--- src/rtl/snake_pkg.sv ---
// rtl/snake_pkg.sv - shared direction encodings and helpers for the snake direction scheduler
package snake_pkg;

  localparam int DIR_W = 2;

  localparam logic [DIR_W-1:0] DIR_UP    = 2'b00;
  localparam logic [DIR_W-1:0] DIR_DOWN  = 2'b01;
  localparam logic [DIR_W-1:0] DIR_LEFT  = 2'b10;
  localparam logic [DIR_W-1:0] DIR_RIGHT = 2'b11;

  // Opposite pairs share bit1 and differ in bit0.
  function automatic logic [DIR_W-1:0] dir_opposite(input logic [DIR_W-1:0] d);
    return {d[1], ~d[0]};
  endfunction

endpackage

--- src/rtl/dir_fifo.sv ---
// rtl/dir_fifo.sv - QDEPTH x 2-bit circular turn FIFO with flush; push and pop together are legal when full
module dir_fifo
  import snake_pkg::*;
#(
  parameter int QDEPTH = 2,
  parameter int QW     = 2
) (
  input  logic             clk,
  input  logic             rst,
  input  logic             flush,
  input  logic             push,
  input  logic             pop,
  input  logic [DIR_W-1:0] din,
  output logic [DIR_W-1:0] head,
  output logic [DIR_W-1:0] tail,
  output logic [QW-1:0]    count,
  output logic             full,
  output logic             empty
);

  localparam logic [1:0] LAST = 2'(QDEPTH - 1);

  logic [DIR_W-1:0] mem [4];
  logic [1:0]       rd_ptr;
  logic [1:0]       wr_ptr;
  logic [1:0]       tail_ptr;

  function automatic logic [1:0] ptr_next(input logic [1:0] p);
    return (p == LAST) ? 2'd0 : p + 2'd1;
  endfunction

  assign tail_ptr = (wr_ptr == 2'd0) ? LAST : wr_ptr - 2'd1;
  assign head     = mem[rd_ptr];
  assign tail     = mem[tail_ptr];
  assign empty    = (count == '0);
  assign full     = (count == QW'(QDEPTH));

  always_ff @(posedge clk or posedge rst) begin
    if (rst) begin
      rd_ptr <= 2'd0;
      wr_ptr <= 2'd0;
      count  <= '0;
    end else if (flush) begin
      rd_ptr <= 2'd0;
      wr_ptr <= 2'd0;
      count  <= '0;
    end else begin
      if (push) wr_ptr <= ptr_next(wr_ptr);
      if (pop)  rd_ptr <= ptr_next(rd_ptr);
      if (push && !pop)      count <= count + QW'(1);
      else if (pop && !push) count <= count - QW'(1);
    end
  end

  // When full, the slot written is the one being popped this edge; the pop reads the old value.
  always_ff @(posedge clk) begin
    if (push && !flush) mem[wr_ptr] <= din;
  end

endmodule

--- src/rtl/snake_dir_ctrl.sv ---
// rtl/snake_dir_ctrl.sv - snake direction scheduler: edge detect, arbitration, legality, tick release
// Optional pause toggling is built when PAUSE_TOGGLE_EN is defined.
module snake_dir_ctrl
  import snake_pkg::*;
#(
  parameter int QDEPTH = 2,
  parameter int QW     = 2
) (
  input  logic             clk,
  input  logic             rst,
  input  logic             clr,
  input  logic             en,
  input  logic [3:0]       btn_lvl,
  input  logic             btn_pause,
  input  logic             tick,
  output logic [DIR_W-1:0] dir,
  output logic             dir_chg,
  output logic [QW-1:0]    q_count,
  output logic             drop,
  output logic             paused
);

  logic [3:0]       prev_lvl;
  logic [3:0]       rise;
  logic             cand_valid;
  logic [DIR_W-1:0] cand;
  logic [DIR_W-1:0] ref_dir;
  logic             legal;
  logic             active;
  logic             push;
  logic             pop;
  logic             full;
  logic             empty;
  logic [DIR_W-1:0] head;
  logic [DIR_W-1:0] tail;

  assign rise = btn_lvl & ~prev_lvl;

  always_comb begin
    cand_valid = |rise;
    cand       = DIR_RIGHT;
    if (rise[3])      cand = DIR_UP;
    else if (rise[2]) cand = DIR_DOWN;
    else if (rise[1]) cand = DIR_LEFT;
  end

  // Legality is judged against where the snake will be heading once the queue drains.
  assign ref_dir = empty ? dir : tail;
  assign legal   = cand_valid && (cand != ref_dir) && (cand != dir_opposite(ref_dir));
  assign active  = en && !clr && !paused;
  assign pop     = active && tick && !empty;
  assign push    = active && legal && (!full || pop);

  dir_fifo #(
    .QDEPTH(QDEPTH),
    .QW    (QW)
  ) u_fifo (
    .clk  (clk),
    .rst  (rst),
    .flush(clr || !en),
    .push (push),
    .pop  (pop),
    .din  (cand),
    .head (head),
    .tail (tail),
    .count(q_count),
    .full (full),
    .empty(empty)
  );

  always_ff @(posedge clk or posedge rst) begin
    if (rst) begin
      prev_lvl <= 4'b1111;
      dir      <= DIR_RIGHT;
      dir_chg  <= 1'b0;
      drop     <= 1'b0;
    end else begin
      prev_lvl <= btn_lvl;
      dir_chg  <= pop;
      drop     <= active && legal && full && !pop;
      if (clr)      dir <= DIR_RIGHT;
      else if (pop) dir <= head;
    end
  end

`ifdef PAUSE_TOGGLE_EN
  logic prev_pause;
  logic paused_q;

  always_ff @(posedge clk or posedge rst) begin
    if (rst) begin
      prev_pause <= 1'b1;
      paused_q   <= 1'b0;
    end else begin
      prev_pause <= btn_pause;
      if (clr)                                   paused_q <= 1'b0;
      else if (en && btn_pause && !prev_pause)   paused_q <= ~paused_q;
    end
  end

  assign paused = paused_q;
`else
  logic unused_pause;
  assign unused_pause = btn_pause;
  assign paused       = 1'b0;
`endif

endmodule

--- config.mk ---
export PLATFORM = sky130hd
export DESIGN_NAME = snake_dir_ctrl
export DESIGN_NICKNAME = d
export VERILOG_FILES = /design/src/rtl/snake_pkg.sv /design/src/rtl/dir_fifo.sv /design/src/rtl/snake_dir_ctrl.sv
export SDC_FILE = /design/constraint.sdc
export NUM_CORES = 1
export LEC_CHECK = 0
export CELL_PAD_IN_SITES_DETAIL_PLACEMENT = 0
export CELL_PAD_IN_SITES_GLOBAL_PLACEMENT = 1
export CORE_MARGIN = 4
export CORE_UTILIZATION = 45
export DETAILED_ROUTE_END_ITERATION = 6
export PLACE_DENSITY = 0.82
export SETUP_SLACK_MARGIN = 0.15
export SLEW_MARGIN = 25
export SYNTH_ARGS = -nofsm -noshare
export SYNTH_HDL_FRONTEND = slang
export SYNTH_SLANG_ARGS = --single-unit
--- constraint.sdc ---
create_clock -name clk -period 4.3 [get_ports clk]
set_input_delay 0.86 -clock clk [delete_from_list [all_inputs] [get_ports clk]]
set_output_delay 0.86 -clock clk [all_outputs]
set_load 0.005 [all_outputs]
==> results.toml <==
[worst_setup_path]
crit_arrival_ns = 3.09
crit_chain = "clkdlybuf4s50_1, or2b_1, a2111oi_4, mux2i_1, nor2_1, ha_1, or3_1, a21oi_1"
cp.buffers_inverters = 1
path_delay_family = "simple AND/OR/NAND/NOR gates"
cp_slowest_cell = "clkdlybuf4s50_1"
worst-path-max-fanout = 4
reg2reg_setup_slack_ns = 1.96
cpPeakStageDelay_ns = 0.47
start_kind = "input pin"
path_class = "in2reg"
critical_path_required_ns = 4.54
end_kind = "flip-flop"

[clock_tree]
cts_setup_buffers = 0
cts_resized = 0
cts_tree = "yes"
cts-root-buf = "clkbuf_4"
clkTransAtPathRegs_ns = 0.13
ctsHoldBuffers = 0
cts_max_level = 1
clock_path_buffers = 2
clock_latency_ns = 0.31
cts_sinks = 22
numCtsBuffers = 3

[sta]
final.setup_skew_ns = 0.0103
rsz0062_at_grt = "false"
slew_headroom = 0.642
final.setup.tns_ns = 0
finalCritPeriodShare = 0.662
period_minus_slack_ns = 2.84
slew_viol_final = 0
setup_viol = 0
finalHoldViolCount = 0
tightest_slew_ns = 0.537
fin_ws_ns = 1.46
fmax_ghz = 0.351

[logic_synthesis]
synth_mux_area_frac = 0.0941
synth-compound-area-share = 0.109
avgSynthCellArea_um2 = 13.0
yosysWarnings = 0
synth_top_family_by_area = "simple AND/OR/NAND/NOR gates"
synth_xor_area_frac = 0.0247
syn_nets = 93
synth_edf_count = 8
syn_inst = 82
synth_area_mm2 = 0.00106
synth_ff_type = "edfxtp_1"
yosysSeqAreaShare = 0.562
async_flop_share = 0.636
synth_fa_ha_area_frac = 0.0118
synth_cell_types = 35
ys_seq_elements = 22
synthSimpleGateAreaFrac = 0.162

[placed_design]
dp_cells = 122
io_buffers = 14
routabilityCongestion = 0.710
place_ws_ns = 1.13
dp_hpwl_um = 1390

[floorplan]
io_pins = 17
initial_utilization = 0.476
dieArea_mm2 = 0.00321
die_w_um = 56.6
num_rows = 17
die_h_um = 56.6
core-area_mm2 = 0.00223

[job]
max_cap_violations = 0

[cells_and_area]
layout_common_cells = "14 x clkdlybuf4s50_1, 8 x dfrtp_1, 8 x edfxtp_1, 7 x nor2_1, 6 x dfstp_2"
n_antenna_cell = 0
layout-drive-gt1-share = 0.184
final_common_cell = "clkdlybuf4s50_1"
fin_util = 0.571
areaGrowthSynthToFinish_pct = 20.0
final_net_count = 110
fin_cells = 126

[drt]
avgViaCountPerCell = 5.33
vias = 671
finalWirelength_um = 1810
remaining_drc_errors = 0
routedWlPerCell_um = 14.3
ant_nets = 0
first_iter_violations = 7
drt_first_pass_iters = 4

[power]
fin_total_pwr_uw = 428
p_leak_nw = 0.497
peakVddDrop_v = 0.000301
p_per_area_mw_per_mm2 = 335

[global_route]
grt_max_degree = 15
overflow = 0
antenna_found_initial = 0
grt_first_pass_wirelength_um = 3040
grt_pass1_vias = 664
grtUsageTotal = 0.123

[run_status]
status = "complete, no violations"

[hold_path]
hold_class = "reg2reg"
-- cell type report --
class / instances / area (µm²)
repair buffers: 15 / 148
clock buffers: 3 / 22.5
well taps: 28 / 35.0
inverters: 3 / 11.3
fillers: 197 / 957
multi-input cells: 54 / 432
flip-flops and latches: 22 / 598
clock inverters: 1 / 30.0
-- synthesized netlist by cell type, drive strengths merged, types with 2 or more instances --
master / instances / area share
a211o: 3 / 0.025
and2b: 2 / 0.014
dfrtp: 8 / 0.19
nor4: 2 / 0.012
dfstp: 6 / 0.15
edfxtp: 8 / 0.23
buf: 2 / 0.018
o21ai: 2 / 0.0094
inv: 3 / 0.011
nand2: 5 / 0.018
nand2b: 2 / 0.012
nor2: 7 / 0.025
mux4: 2 / 0.042
xor2: 2 / 0.016
or2b: 2 / 0.014
and3: 3 / 0.018
a21oi: 3 / 0.014
mux2i: 4 / 0.038
-- cells by family after synthesis --
kind of cell | after synthesis
AOI/OAI and AO/OA | 12
xor gates and xnor gates | 3
adders and majority gates | 1
buffers and inverters | 6
DFF | 22
muxes | 7
other | 1
and+or+nand+nor | 30
-- layer usage --
metal,share of wire,track usage,vias to the layer above
met2,0.52,0.205,14
met1,0.43,0.159,331
li1,-,-,324
met3,0.044,0.0230,2
met5,0,0,-
met4,0.0089,0.0407,0
-- tightest hold or removal path: cells and delay by family, from the launching register on --
kind / cells / cell delay [ns]
flops: 1 / 0.43
simple gates: 1 / 0.07
compound gates: 1 / 0.03
-- sequential cells by signal (all words and copies together) (netlist names) --
name / count
u_fifo.mem: 8
dir_chg: 1
dir: 2
drop: 1
u_fifo.wr_ptr: 2
u_fifo.count: 2
prev_lvl: 4
u_fifo.rd_ptr: 2
-- power breakdown --
part           internal, mW  switching (mW)  leakage [nW]
logic                0.0219          0.0210         0.224
clock network        0.0941          0.0633        0.0279
registers             0.224         0.00318         0.245
-- worst paths after layout --
path | from | to | cells after the start
max | btn_lvl[0] | u_fifo.count[1] | 8
min | u_fifo.rd_ptr[1] | u_fifo.rd_ptr[1] | 2
max reg2reg | dir[1] | u_fifo.count[1] | 7
max in group asynchronous | rst | dir[0] | 2
min in group asynchronous | rst | u_fifo.wr_ptr[0] | 2
min reg2reg | u_fifo.rd_ptr[1] | u_fifo.rd_ptr[1] | 2
-- through the flow --
| stage | hold slack [ns] | cell area, µm² |
|---|---|---|
| floorplan | 0.505 | 1060 |
| global placement | 0.538 | 1220 |
| detailed placement | 0.529 | 1220 |
| CTS | 0.553 | 1280 |
| global route | 0.584 | 1280 |
| finish | 0.548 | 1280 |
Power figures use the tool's default switching activity.
